`config.mk`:
```
export PLATFORM = sky130hd
export DESIGN_NAME = seq_adder_param_flat
export DESIGN_NICKNAME = d
export VERILOG_FILES = /design/src/rtl/seq_adder_param_if.sv /design/src/rtl/seq_adder_param.sv /design/src/flat_wrapper.sv
export SDC_FILE = /design/constraint.sdc
export NUM_CORES = 1
export LEC_CHECK = 0
export BUFFER_PORTS_ARGS = -buffer_cell sky130_fd_sc_hd__buf_2
export CAP_MARGIN = 40
export CORE_UTILIZATION = 40
export CTS_CLUSTER_SIZE = 28
export DETAILED_ROUTE_END_ITERATION = 16
export PLACE_DENSITY_LB_ADDON = 0.12
export SYNTH_ARGS = -nofsm -noshare
export SYNTH_HDL_FRONTEND = slang
export SYNTH_SLANG_ARGS = --single-unit
export TNS_END_PERCENT = 100
```
`constraint.sdc`:
```
create_clock -name clk -period 3.3 [get_ports clk]
set_clock_uncertainty 0.2 [all_clocks]
set_input_delay 0.165 -clock clk [delete_from_list [all_inputs] [get_ports clk]]
set_output_delay 0.165 -clock clk [all_outputs]
set_load 0.01 [all_outputs]
```
`src/rtl/seq_adder_param_if.sv`:
```
// Operand/result bus of the chunked sequential adder: chunk inputs, mode and
// start control going in, full-width result and status flags coming back.
interface seq_adder_param_if #(
  parameter int TOTAL_W = 48,
  parameter int CHUNK_W = 12
);
  logic               start;
  logic               sub;
  logic               chunk_valid;
  logic [CHUNK_W-1:0] inBusA;
  logic [CHUNK_W-1:0] inBusB;
  logic [TOTAL_W-1:0] outBus;
  logic               carry_out;
  logic               overflow;
  logic               busy;
  logic               done;

  modport master (
    output start, sub, chunk_valid, inBusA, inBusB,
    input  outBus, carry_out, overflow, busy, done
  );

  modport slave (
    input  start, sub, chunk_valid, inBusA, inBusB,
    output outBus, carry_out, overflow, busy, done
  );
endinterface

```
`src/rtl/seq_adder_param.sv`:
```
// Multi-chunk sequential adder/subtractor: LSB chunk first, registered carry
// between chunks, result shifted in from the MSB end, carry-out and overflow flags.
module seq_adder_param #(
  parameter int TOTAL_W = 48,
  parameter int CHUNK_W = 12
) (
  input  logic              clk,
  input  logic              rst_n,
  seq_adder_param_if.slave  bus
);
  localparam int NUM_CHUNKS = TOTAL_W / CHUNK_W;
  localparam int CNT_W      = (NUM_CHUNKS > 1) ? $clog2(NUM_CHUNKS) : 1;

  if ((TOTAL_W % CHUNK_W) != 0 || NUM_CHUNKS < 2) begin : g_param_err
    $error("seq_adder_param: TOTAL_W must be a multiple of CHUNK_W with at least two chunks");
  end

  typedef enum logic [1:0] {S_IDLE, S_RUN, S_DONE} state_t;

  state_t             r_state;
  state_t             w_next;
  logic [CNT_W-1:0]   r_cnt;
  logic               r_sub;
  logic               r_carry;
  logic [TOTAL_W-1:0] r_out;
  logic               r_cout;
  logic               r_ovf;
  logic               w_busy;
  logic               w_done;

  logic [CHUNK_W-1:0] w_b;
  logic [CHUNK_W:0]   w_sum;
  logic [CHUNK_W-1:0] w_s;
  logic               w_c;
  logic               w_last;
  logic               w_ovf;

  function automatic logic [CHUNK_W:0] add_chunk(input logic [CHUNK_W-1:0] a,
                                                 input logic [CHUNK_W-1:0] b,
                                                 input logic               cin);
    return {1'b0, a} + {1'b0, b} + {{CHUNK_W{1'b0}}, cin};
  endfunction

  // Carry out of the MSB differs from carry into it exactly on signed overflow.
  function automatic logic signed_ovf(input logic a_msb, input logic b_msb,
                                      input logic s_msb, input logic c_out);
    return c_out ^ (a_msb ^ b_msb ^ s_msb);
  endfunction

  assign w_b    = r_sub ? ~bus.inBusB : bus.inBusB;
  assign w_sum  = add_chunk(bus.inBusA, w_b, r_carry);
  assign w_s    = w_sum[CHUNK_W-1:0];
  assign w_c    = w_sum[CHUNK_W];
  assign w_last = (r_cnt == CNT_W'(NUM_CHUNKS - 1));
  assign w_ovf  = signed_ovf(bus.inBusA[CHUNK_W-1], w_b[CHUNK_W-1], w_s[CHUNK_W-1], w_c);

  always_ff @(posedge clk or negedge rst_n) begin
    if (!rst_n) r_state <= S_IDLE;
    else        r_state <= w_next;
  end

  always_comb begin
    w_next = r_state;
    case (r_state)
      S_IDLE:  if (bus.start) w_next = S_RUN;
      S_RUN:   if (bus.chunk_valid && w_last) w_next = S_DONE;
      S_DONE:  w_next = S_IDLE;
      default: w_next = S_IDLE;
    endcase
  end

  always_comb begin
    w_busy = (r_state == S_RUN) || (r_state == S_DONE);
    w_done = (r_state == S_DONE);
  end

  always_ff @(posedge clk or negedge rst_n) begin
    if (!rst_n) begin
      r_cnt   <= '0;
      r_sub   <= 1'b0;
      r_carry <= 1'b0;
      r_out   <= '0;
      r_cout  <= 1'b0;
      r_ovf   <= 1'b0;
    end else begin
      case (r_state)
        S_IDLE: begin
          // Carry-in of sub turns ~B into two's-complement -B.
          if (bus.start) begin
            r_sub   <= bus.sub;
            r_carry <= bus.sub;
            r_cnt   <= '0;
            r_out   <= '0;
            r_cout  <= 1'b0;
            r_ovf   <= 1'b0;
          end
        end
        S_RUN: begin
          if (bus.chunk_valid) begin
            r_out   <= {w_s, r_out[TOTAL_W-1:CHUNK_W]};
            r_carry <= w_c;
            r_cnt   <= r_cnt + CNT_W'(1);
            if (w_last) begin
              r_cout <= w_c;
              r_ovf  <= w_ovf;
            end
          end
        end
        default: ;
      endcase
    end
  end

  assign bus.outBus    = r_out;
  assign bus.carry_out = r_cout;
  assign bus.overflow  = r_ovf;
  assign bus.busy      = w_busy;
  assign bus.done      = w_done;
endmodule

```
`src/flat_wrapper.sv`:
```
// flat-port wrapper written by rule: the top's interface ports become plain ports
module seq_adder_param_flat 
#(
  parameter int TOTAL_W = 48,
  parameter int CHUNK_W = 12
)
  (clk, rst_n, bus_start, bus_sub, bus_chunk_valid, bus_inBusA, bus_inBusB, bus_outBus, bus_carry_out, bus_overflow, bus_busy, bus_done);
  seq_adder_param_if #(.TOTAL_W(TOTAL_W), .CHUNK_W(CHUNK_W)) bus_i ();
  input  logic clk;
  input  logic rst_n;
  input wire logic [$bits(bus_i.start)-1:0] bus_start;
  input wire logic [$bits(bus_i.sub)-1:0] bus_sub;
  input wire logic [$bits(bus_i.chunk_valid)-1:0] bus_chunk_valid;
  input wire logic [$bits(bus_i.inBusA)-1:0] bus_inBusA;
  input wire logic [$bits(bus_i.inBusB)-1:0] bus_inBusB;
  output wire logic [$bits(bus_i.outBus)-1:0] bus_outBus;
  output wire logic [$bits(bus_i.carry_out)-1:0] bus_carry_out;
  output wire logic [$bits(bus_i.overflow)-1:0] bus_overflow;
  output wire logic [$bits(bus_i.busy)-1:0] bus_busy;
  output wire logic [$bits(bus_i.done)-1:0] bus_done;
  assign bus_i.start = bus_start;
  assign bus_i.sub = bus_sub;
  assign bus_i.chunk_valid = bus_chunk_valid;
  assign bus_i.inBusA = bus_inBusA;
  assign bus_i.inBusB = bus_inBusB;
  assign bus_outBus = bus_i.outBus;
  assign bus_carry_out = bus_i.carry_out;
  assign bus_overflow = bus_i.overflow;
  assign bus_busy = bus_i.busy;
  assign bus_done = bus_i.done;
  seq_adder_param #(.TOTAL_W(TOTAL_W), .CHUNK_W(CHUNK_W)) u_core (.clk(clk), .rst_n(rst_n), .bus(bus_i));
endmodule
```
* Word level (Yosys, flattened, before mapping)
Cells that the tools add are included.
Storage, ports and cells: bits in registers 56, latch bits 0, bits in writable memories 0, memory bits (read-only) 0, input port bits 29, memories 0
Cells by class: $add $sub $neg 3, multiply operators 0, div/mod/pow operators 0, order comparisons 0, eq/ne operators 7, shift-type cells 0, mux-type cells 20, bitwise gates (word level) 4, reduce and logical (&&, ||, !) cells 8
Operators with widths (number):
- $mux W48 | 2
- $pmux W48 S2 | 1
- $add A12 B12 Y13 | 1
- $add A13 B1 Y13 | 1
- $mux W12 | 1
- $not A12 Y12 | 1
- $mux W2 | 4
- $pmux W2 S2 | 2
- $mux W1 | 7
- $pmux W1 S2 | 3
- $eq A2 B2 Y1 const B | 2
- $ne A2 B1 Y1 const B | 2
- $ne A2 B2 Y1 const B | 2
- $reduce_and A2 Y1 | 2
- $reduce_and A4 Y1 | 1
- $reduce_and A3 Y1 | 1
- $xor A1 B1 Y1 | 3
- $add A2 B1 Y2 const B | 1
- $eq A2 B1 Y1 const B | 1
- $logic_not A2 Y1 | 1
- $reduce_bool A2 Y1 | 1
- $logic_and A1 B1 Y1 | 1
- $logic_or A1 B1 Y1 | 1

* Logic depth before layout (Yosys ltp)
Gate-level depths: netlist of the first run.
depth in word-level cells 9, depth in mapped cells 11, depth with buffers taken out 10

* Least setup slack after synthesis of the first run
No wires, ideal clock.
path type register to register, from register u_core.r_sub, to register u_core.r_out[46] (netlist: u_core.bus.outBus[46]), data arrival time 2.680 ns, required time 2.972 ns, setup slack 0.292 ns, stages on the path, launching flop included 12, cell sequence dfrtp_1 > buf_1 > xnor2_1 > fa_1 > inv_1 > fa_1 > a21oi_1 > o21ai_1 > a2111oi_2 > o31ai_1 > xnor2_1 > o21ai_1
On the way: word-level cells in the longest chain between the ends 5
RTL lines:
- from (decl) | line seq_adder_param.sv:23 | logic r_sub;
- from (signal assigned) | line seq_adder_param.sv:90 | r_sub <= bus.sub;
- $mux W12 | line seq_adder_param.sv:50 | assign w_b = r_sub ? ~bus.inBusB : bus.inBusB;
- $add A12 B12 Y13 | line seq_adder_param.sv:41 | return {1'b0, a} + {1'b0, b} + {{CHUNK_W{1'b0}}, cin};
- $add A13 B1 Y13 | line seq_adder_param.sv:41
- $mux W48 | line seq_adder_param.sv:99 | if (bus.chunk_valid) begin
- $pmux W48 S2 | line seq_adder_param.sv:86 | case (r_state)
- to (signal assigned) | line seq_adder_param.sv:100 | r_out <= {w_s, r_out[TOTAL_W-1:CHUNK_W]};
- to (decl) | line seq_adder_param.sv:25 | logic [TOTAL_W-1:0] r_out;
No other way between the ends. The select of a mux whose other input is x is not followed. A chain may end at the register's enable or synchronous reset.

* Final worst setup path of the first run
Same ends and word-level chain as after synthesis.

==> impl_metrics.json, run 1 <==
{
  "grt_pass1_wl_um": 10000,
  "synthDistinctLibCells": 39,
  "first_pass_iters": 12,
  "grt_pass1_vias": 2033,
  "p_seq_share_pct": 34.1,
  "yosysSeqAreaShare_pct": 51.0,
  "arrival_ns": 2.89,
  "track_usage_pct": 17.5,
  "drive_above_1_share_pct": 31.0,
  "clkTransAtPathRegs_ns": 0.10,
  "max-cap-violations": 0,
  "antenna_found_initial": 0,
  "synthArstFlopShare_pct": 100,
  "cts_setup_buffers": 0,
  "timing.slew.headroom_pct": 52.9,
  "grt_max_degree": 39,
  "worstReg2RegStart": "u_core.r_sub$_DFFE_PN0P_",
  "drc": 6,
  "cp_max_fo": 6,
  "synth_top_area_share_pct": 51.0,
  "syn_inst": 246,
  "outcome": "complete, but fails checks",
  "p_sw_mw": 1.25,
  "nNetsFinal": 374,
  "hold_path_end": "u_core.bus.carry_out$_DFFE_PN0P_",
  "period_share_pct": 87.9,
  "critPathRequiredTime_ns": 3.29,
  "num_vias": 2073,
  "grt.overflow.total": 0,
  "design_area_um2": 3360,
  "ir_worst_vdd_mv": 0.373,
  "p_per_area_nw_per_um2": 863,
  "cts_buffers": 5,
  "drt-total-wl_um": 5860,
  "start_util_pct": 42.3,
  "hp-class": "input port to flip-flop",
  "failed_checks": "DRC",
  "synth_edf_count": 0,
  "area_growth_pct": 22.3,
  "swShare_pct": 43.0,
  "worst_slew_pin_slew_ns": 0.707,
  "yosysTopAreaCell": "dfrtp_1",
  "hpwl_um": 4440,
  "synth_flop_cell": "dfrtp_1",
  "die_w_um": 84.9,
  "crit_path_start_kind": "flip-flop",
  "synthTopCellsByCount": "dfrtp_1 (56), a22o_1 (39), nand2_1 (18)",
  "slew_viol_final": 0,
  "setup-tns-final_ns": 0,
  "combPwrFrac_pct": 52.9,
  "clock_latency_ns": 0.30,
  "r2r-end": "u_core.bus.outBus[46]$_DFFE_PN0P_",
  "yosysWarnings": 0,
  "criticalPathCategory": "flip-flop to flip-flop",
  "yosysMostFrequentCell": "dfrtp_1",
  "timing.fmax_ghz": 0.345,
  "postRouteAntennaNets": 0,
  "critPathSlowestCell": "dfrtp_1",
  "avgRoutedWirePerCell_um": 14.4,
  "htreeDepth": 2,
  "place_area_um2": 3240,
  "min_from": "bus_chunk_valid",
  "rows": 29,
  "via_per_inst": 5.11,
  "dieArea_um2": 7200,
  "period_minus_slack_ns": 2.90,
  "avgSynthCellArea_um2": 11.2,
  "synth_area_um2": 2750,
  "coreArea_um2": 6490,
  "rsz0062_at_grt": "no",
  "path_cells": "xnor2_1, fa_1, inv_1, fa_1, a21oi_1, o21ai_1, a2111oi_2, o31ai_1, xnor2_1, o21ai_1",
  "endpoint_kind": "flip-flop",
  "worst_path_largest_cell_delay_ns": 0.49,
  "post-route-util_pct": 51.7,
  "drtIter0Drc": 86,
  "synth.area.top_cells": "dfrtp_1 (51%), a22o_1 (12%), ha_1 (6.8%)",
  "cts_num_sinks": 56,
  "hold_violations": 0,
  "synth_seq_cells": 56,
  "clockBufferDepth": 2,
  "die_y_um": 84.9,
  "cts_tree": "yes",
  "setup_viol": 0,
  "root_buffer": "clkbuf_8",
  "p_int_mw": 1.65,
  "syn-num-nets": 292,
  "num-fill-cells": 595,
  "port_buffers": 80,
  "rr_worst_depth": 10,
  "ios": 81,
  "diodes": 0,
  "area.sequential_um2": 1400,
  "place_congestion": 0.882,
  "p_clk_share_pct": 13.0,
  "leakage_nw": 1.77,
  "multi_input_area_um2": 1250,
  "hold_depth": 3,
  "regToRegSetupSlack_ns": 0.40
}
power by group through the flow:
| stage | clock network [mW] | logic [mW] | registers (mW) |
|---|---|---|---|
| after floorplan | 0 | 1.05 | 1.04 |
| final | 0.377 | 1.53 | 0.987 |
| after detailed placement | 0 | 1.55 | 1.00 |
| after global routing | 0.412 | 1.73 | 1.01 |
| after CTS | 0.392 | 1.56 | 0.989 |
| after global placement | 0 | 1.52 | 0.999 |
cells by family after synthesis:
kind of cell,count (synthesis),synth area share [%]
compound gates,83,22.5
flops,56,51.0
simple gates,43,6.83
buf+inv,23,3.60
xor+xnor,22,7.02
fa+ha+maj,17,8.29
mux,2,0.774
worst max-delay path by stage:
| stage | from | endpoint | slack (ns) |
|---|---|---|---|
| 3_5_place_dp | u_core.r_sub$_DFFE_PN0P_ | u_core.bus.outBus[46]$_DFFE_PN0P_ | 0.43 |
| 5_1_grt | u_core.r_sub$_DFFE_PN0P_ | u_core.bus.outBus[46]$_DFFE_PN0P_ | 0.14 |
| 2_1_floorplan | u_core.r_sub$_DFFE_PN0P_ | u_core.bus.outBus[46]$_DFFE_PN0P_ | 0.29 |
| 3_3_place_gp | u_core.r_sub$_DFFE_PN0P_ | u_core.bus.outBus[46]$_DFFE_PN0P_ | 0.52 |
| 6_report | u_core.r_sub$_DFFE_PN0P_ | u_core.bus.outBus[46]$_DFFE_PN0P_ | 0.40 |
| 4_1_cts | u_core.r_sub$_DFFE_PN0P_ | u_core.bus.outBus[46]$_DFFE_PN0P_ | 0.41 |
worst max-delay path, delay by kind of cell (launching register included):
family / cells / cell delay [ns]
buffers and inverters: 1 / 0.05
xor gates and xnor gates: 2 / 0.42
AOI/OAI and AO/OA: 5 / 1.02
DFF: 1 / 0.49
adders and majority gates: 2 / 0.61
cell type report:
type                       count  share of cell area [%]
clock buffer                   5                    2.05
clock inverter                 3                   0.633
inverter                      10                    1.12
multi-input combinational    167                    37.3
sequential                    56                    41.7
tap                           77                    2.87
timing repair buffer          88                    14.3
sequential cells by signal, summed over array words and instances (netlist names):
register / cells
u_core.bus.outBus: 48
u_core.r_cnt: 2
u_core.r_state: 2
u_core.bus.carry_out: 1
u_core.bus.overflow: 1
u_core.r_carry: 1
u_core.r_sub: 1
what timing repair did:
action | CTS | global route
setup endpoints to repair | 0 | 0
resized for setup | 0 | 0
hold endpoints to repair | 34 | 0
hold buffers | 3 | 0
metrics by stage:
stage | total power [mW] | std cells | worst slack, ns | hold slack, ns
finish | 2.90 | 406 | 0.398 | 0.0380
global placement | 2.52 | 395 | 0.521 | 0.0603
global route | 3.15 | 406 | 0.143 | 0.0522
detailed placement | 2.55 | 395 | 0.430 | 0.0687
floorplan | 2.09 | 246 | 0.292 | -0.331
CTS | 2.94 | 406 | 0.411 | 0.0248
cell usage in the layout (no fill, tap or decap), drive strengths merged:
cell type and n:
buf 85, dfrtp 56, a22o 39, o21ai 20, nand2 19, ha 15, xor2 14, a21oi 12
nor2 11, inv 11, xnor2 8, nand3 5, clkbuf 5, dlygate4sd3 3, o21a 2, o31ai 2
a31oi 2, nor3 2, fa 2, nand2b 1, a2111oi 1, or2 1, and3 1, nor2b 1
o2111a 1, o2111ai 1, or3 1, a32o 1, a21boi 1, o21bai 1, mux2i 1, mux2 1
nand4 1, clkinv 1, clkinvlp 1
layer usage:
layer	track usage (%)	vias to the layer above	part of all wire (%)
li1	-	1056	-
met1	23.9	956	48
met2	29.1	57	47
met3	2.72	4	3.7
met4	5.08	0	1.0
met5	0	-	0
Note: power is estimated with default switching activity, not from simulation.
==> run 2, diff against run 1 <==
- ABC_AREA: not set -> 1
==> run 2 against run 1 <==
The run now ends clean; register-to-register slack improved by 0.08 ns; first-iteration DRC count rose by 23%; sequential power shrank 5.1%; sequential share of layout area down 3.2 points; global-route usage up 1.1 points; hold slack better by 0.017 ns; combinational power about the same; power shrank 1.2%; die area increased by 8.8%; critical path type unchanged; wire length up 16%; fmax is 3.0% higher; core utilization fell by 1.6 points.
==> impl_metrics.json, run 2 <==
{
  "largest_reg_flops": 48,
  "crit_path_start_kind": "flip-flop",
  "timing.slew.headroom_pct": 58.0,
  "worst_slew_pin_slew_ns": 0.631,
  "endpoint_kind": "flip-flop",
  "clockBufferDepth": 2,
  "dieArea_um2": 7830,
  "grt_pass1_wl_um": 11000,
  "synth.area.mux_share_pct": 0,
  "num-fill-cells": 753,
  "slew_viol_final": 0,
  "criticalPathCategory": "flip-flop to flip-flop",
  "timing.fmax_ghz": 0.355,
  "synth_flop_cell": "dfrtp_1",
  "syn_inst": 369,
  "setup_viol": 0,
  "rr_worst_depth": 11,
  "postRouteAntennaNets": 0,
  "die_y_um": 88.5,
  "cts_buffers": 5,
  "synth_top_area_share_pct": 46.8,
  "area_growth_pct": 21.5,
  "period_share_pct": 85.4,
  "synth_area_um2": 2990,
  "port_buffers": 80,
  "avgRoutedWirePerCell_um": 12.3,
  "track_usage_pct": 18.6,
  "cts_tree": "yes",
  "yosysSeqAreaShare_pct": 46.8,
  "grt_max_degree": 36,
  "syn-num-nets": 415,
  "synth_fa_ha_area_share_pct": 7.61,
  "grt_pass1_vias": 2227,
  "drt-total-wl_um": 6810,
  "grt.overflow.total": 0,
  "period_minus_slack_ns": 2.82,
  "mostFrequentLayoutCell": "nand2_1",
  "yosysMostFrequentCell": "nand2_1",
  "synth_compound_area_share_pct": 13.8,
  "yosys.area_share.simple_pct": 17.9,
  "diodes": 0,
  "layout_common_cells": "nand2_1 (93), buf_2 (80), inv_1 (66)",
  "synthArstFlopShare_pct": 100,
  "synth_xor_area_share_pct": 3.51,
  "clkTransAtPathRegs_ns": 0.11,
  "hp-class": "input port to async pin",
  "cts_setup_buffers": 0,
  "synth_seq_cells": 56,
  "setup-tns-final_ns": 0,
  "cp_max_fo": 13,
  "synthDistinctLibCells": 25,
  "arrival_ns": 2.81,
  "p_per_area_nw_per_um2": 787,
  "start_util_pct": 41.3,
  "first_pass_iters": 4,
  "num_vias": 2549,
  "critPathRequiredTime_ns": 3.29,
  "synth.area.top_cells": "dfrtp_1 (47%), nand2_1 (12%), inv_1 (8.3%)",
  "place_congestion": 0.842,
  "synth_top_family_by_area": "simple AND/OR/NAND/NOR gates",
  "cts_hold_buf": 4,
  "coreArea_um2": 7250,
  "antenna_found_initial": 0,
  "clock_latency_ns": 0.31,
  "hold_violations": 0,
  "avgSynthCellArea_um2": 8.11,
  "rsz0062_at_grt": "no",
  "synth_edf_count": 0,
  "via_per_inst": 4.60,
  "yosysTopAreaCell": "dfrtp_1",
  "outcome": "finished, final reports clean",
  "hpwl_um": 5130,
  "ir_worst_vdd_mv": 0.586,
  "htreeDepth": 2,
  "drive_above_1_share_pct": 21.1,
  "yosysWarnings": 0,
  "cts_num_sinks": 56,
  "max-cap-violations": 0,
  "fin_cells": 554,
  "root_buffer": "clkbuf_8",
  "die_w_um": 88.5,
  "cts_resized": 0,
  "nNetsFinal": 500,
  "placedCellCount": 542,
  "rows": 31,
  "synthTopCellsByCount": "nand2_1 (93), inv_1 (66), dfrtp_1 (56)",
  "leakage_nw": 2.00,
  "drtIter0Drc": 106,
  "drc": 0,
  "ios": 81
}
[run 2: cell count changes in the layout (fill, tap and decap cells not counted), moves of 13 or more]
cell | before | now
o22ai_1 | 0 | 22
nor2_1 | 11 | 24
nand2_1 | 18 | 93
o21ai_0 | 7 | 20
a22o_1 | 39 | 1
inv_1 | 9 | 66
[run 2: worst paths after layout]
check                                            startpoint                                end  slack (ns)
setup / recovery                   u_core.r_sub$_DFFE_PN0P_  u_core.bus.outBus[42]$_DFFE_PN0P_        0.48
hold / removal                                        rst_n   u_core.bus.outBus[9]$_DFFE_PN0P_        0.06
setup reg to reg                   u_core.r_sub$_DFFE_PN0P_  u_core.bus.outBus[42]$_DFFE_PN0P_        0.48
hold reg to reg            u_core.bus.outBus[3]$_DFFE_PN0P_   u_core.bus.outBus[3]$_DFFE_PN0P_        0.29
max in group asynchronous                             rst_n  u_core.bus.outBus[40]$_DFFE_PN0P_        2.36
min in group clk                              bus_inBusA[1]  u_core.bus.outBus[37]$_DFFE_PN0P_        0.07
[run 2: power breakdown]
part / total (mW) / internal [mW] / switching (mW) / leakage, nW
combinational: 1.54 / 0.536 / 1.00 / 1.20
sequential: 0.937 / 0.826 / 0.111 / 0.763
clock: 0.390 / 0.156 / 0.234 / 0.0462
total: 2.86 / 1.52 / 1.34 / 2.00
[run 2: logic make-up (layout without fill, tap and decap cells)]
logic type,after synthesis,after routing
xor gates and xnor gates,12,12
adders and majority gates,17,17
and+or+nand+nor,135,135
DFF,56,56
buffers and inverters,78,164
AOI/OAI and AO/OA,71,71
[run 2: final cells by class]
type | count | area [um2] | area share (%)
Clock buffer | 6 | 72.6 | 2.00
Clock inverter | 2 | 17.5 | 0.482
Tap cell | 99 | 124 | 3.41
Multi-Input combinational cell | 235 | 1280 | 35.3
Inverter | 68 | 255 | 7.02
Timing Repair Buffer | 88 | 483 | 13.3
Sequential cell | 56 | 1400 | 38.5
[run 2: layer usage]
metal / vias to the layer above / wire (um) / track usage (%)
met2: 61 / 3120 / 28.7
met4: 0 / 31 / 4.25
met1: 1139 / 3360 / 27.5
li1: 1345 / - / -
met5: - / 0 / 0
met3: 4 / 297 / 2.80
[run 2: worst max-delay path, cell delays in order (launching register included)]
cell and delay, ns:
dfrtp_1 0.76, xnor2_1 0.19, fa_1 0.42, inv_1 0.13
fa_1 0.25, nand3_1 0.09, nand3_1 0.16, inv_1 0.05
o21ai_0 0.23, nand2_1 0.08, nand2_1 0.06, o21ai_1 0.06
[run 2: metrics by stage]
| stage | util, % | cell area, um2 | power [mW] | hold slack [ns] | setup slack [ns] |
|---|---|---|---|---|---|
| after detailed placement | 48.3 | 3510 | 2.48 | -0.123 | 0.522 |
| final | 50.1 | 3640 | 2.86 | 0.0551 | 0.483 |
| after global routing | 50.1 | 3640 | 3.15 | 0.0748 | 0.236 |
| after floorplan | - | 2990 | 2.07 | -0.331 | 0.811 |
| after CTS | 50.1 | 3640 | 2.89 | 0.0618 | 0.501 |
| after global placement | 48.1 | 3490 | 2.47 | 0.191 | 0.639 |
==> run 3, diff against run 2 <==
- GPL_TIMING_DRIVEN: not set -> 1
- clock period: 3.3 -> 2.87 ns (I/O delays scaled with it)
==> run 3 against run 2 <==
Power increased by 15%; global-route usage decreased by 0.67 points; core utilization increased by 0.12 points; first-iteration DRC count increased by 4.7%; setup slack improved by 0.037 ns; critical path depth increased by 1; highest routed layer unchanged; die area unchanged; critical endpoint is now u_core.bus.overflow$_DFFE_PN0P_; final area increased by 0.24%; sequential share of layout area decreased by 0.093 points.
==> impl_metrics.json, run 3 (same netlist as run 2, synthesis figures left out) <==
{
  "outcome": "finished, final reports clean",
  "largest_reg_flops": 48,
  "via_per_inst": 4.64,
  "clockBufferDepth": 2,
  "drc": 0,
  "die_w_um": 88.5,
  "timing.slew.headroom_pct": 51.6,
  "period_share_pct": 81.9,
  "hp-class": "input port to flip-flop",
  "timing.fmax_ghz": 0.425,
  "grt.overflow.total": 0,
  "grt_pass1_vias": 2240,
  "postRouteAntennaNets": 0,
  "drtIter0Drc": 111,
  "setup_viol": 0,
  "use_met2_pct": 29.0,
  "arrival_ns": 2.37,
  "max-cap-violations": 0,
  "hpwl_um": 5240,
  "rsz0062_at_grt": "no",
  "grt_max_degree": 36,
  "area_growth_pct": 21.8,
  "critPathRequiredTime_ns": 2.88,
  "root_buffer": "clkbuf_8",
  "use_met3_pct": 2.80,
  "num_vias": 2582,
  "clkTransAtPathRegs_ns": 0.11,
  "antenna_found_initial": 0,
  "worst_slew_pin_slew_ns": 0.727,
  "setup-tns-final_ns": 0,
  "cts_tree": "yes",
  "cts_setup_buffers": 0,
  "htreeDepth": 2,
  "period_minus_slack_ns": 2.35,
  "drt-total-wl_um": 6850,
  "layout_common_cells": "nand2_1 (93), buf_2 (80), inv_1 (66)",
  "cts_resized": 0,
  "coreArea_um2": 7250,
  "place_congestion": 0.879,
  "place_area_um2": 3510,
  "diodes": 0,
  "cts_buffers": 5,
  "num-fill-cells": 758,
  "first_pass_iters": 5,
  "cts_hold_buf": 4,
  "p_per_area_nw_per_um2": 907,
  "endpoint_kind": "flip-flop",
  "mostFrequentLayoutCell": "nand2_1",
  "cts_num_sinks": 56,
  "clock_latency_ns": 0.31,
  "criticalPathCategory": "flip-flop to flip-flop",
  "die_y_um": 88.5,
  "grt_pass1_wl_um": 10700,
  "ir_worst_vdd_mv": 0.738,
  "cp_max_fo": 5,
  "nNetsFinal": 502,
  "avgRoutedWirePerCell_um": 12.3,
  "leakage_nw": 2.01,
  "hold_violations": 0,
  "slew_viol_final": 0,
  "start_util_pct": 41.3,
  "grtUsageMet1_pct": 25.5,
  "ios": 81,
  "drive_above_1_share_pct": 21.7,
  "crit_path_start_kind": "flip-flop",
  "dieArea_um2": 7830,
  "port_buffers": 80,
  "busiest_layer": "met2",
  "track_usage_pct": 17.9,
  "rows": 31,
  "design_area_um2": 3640
}
==> run 3: cell count changes in the layout (fill, tap and decap cells not counted), sizes merged <==
cell      delta
clkbuf       -1
clkinvlp     +1
inv          -1
buf          +2
clkinv       +1
==> run 3: worst max-delay path, stage by stage (launching register included) <==
cell	delay (ns)
dfrtp_1	0.42
xnor2_1	0.21
fa_1	0.22
inv_1	0.08
fa_1	0.43
nand3_1	0.11
nand3_1	0.16
nand3_1	0.14
inv_1	0.05
nor2_1	0.09
nand2_1	0.05
nand3_1	0.06
nand2_1	0.05
==> run 3: through the flow <==
stage | power (mW) | std cells | hold WS [ns] | utilization (%) | setup slack, ns
2_1_floorplan | 2.38 | 369 | -0.352 | - | 0.381
3_3_place_gp | 2.86 | 544 | 0.0386 | 48.4 | 0.629
3_5_place_dp | 2.88 | 544 | 0.0421 | 48.4 | 0.567
4_1_cts | 3.35 | 556 | 0.0551 | 50.3 | 0.535
5_1_grt | 3.62 | 556 | 0.0900 | 50.3 | 0.403
6_report | 3.31 | 556 | 0.0477 | 50.3 | 0.520
==> run 3: per-layer routing <==
layer | vias to the layer above | share of wire (%)
met2 | 65 | 46
met3 | 3 | 3.8
met4 | 0 | 0.28
li1 | 1344 | -
met1 | 1170 | 50
met5 | - | 0
==> run 3: final cells by class <==
| type | count | area (um2) | share of cell area, % |
|---|---|---|---|
| repair buffers | 90 | 485 | 13.3 |
| flip-flops and latches | 56 | 1400 | 38.4 |
| clock buffers | 5 | 68.8 | 1.89 |
| clock inverters | 3 | 27.5 | 0.755 |
| inverters | 68 | 255 | 7.00 |
| well taps | 99 | 124 | 3.40 |
| multi-input cells | 235 | 1280 | 35.2 |
==> run 3: report_power, final <==
group | switching, mW | internal (mW)
Combinational | 1.18 | 0.631
Clock | 0.269 | 0.180
Sequential | 0.0912 | 0.951
==> run 3: final timing paths <==
| path | slack [ns] | startpoint | end | depth (start not counted) |
|---|---|---|---|---|
| max | 0.52 | u_core.r_sub$_DFFE_PN0P_ | u_core.bus.overflow$_DFFE_PN0P_ | 12 |
| min | 0.05 | bus_inBusA[1] | u_core.bus.outBus[37]$_DFFE_PN0P_ | 4 |
| max reg2reg | 0.52 | u_core.r_sub$_DFFE_PN0P_ | u_core.bus.overflow$_DFFE_PN0P_ | 12 |
| min reg2reg | 0.29 | u_core.bus.outBus[0]$_DFFE_PN0P_ | u_core.bus.outBus[0]$_DFFE_PN0P_ | 2 |
| max in group asynchronous | 1.57 | rst_n | u_core.bus.outBus[27]$_DFFE_PN0P_ | 3 |
| min in group asynchronous | 0.22 | rst_n | u_core.bus.outBus[5]$_DFFE_PN0P_ | 2 |
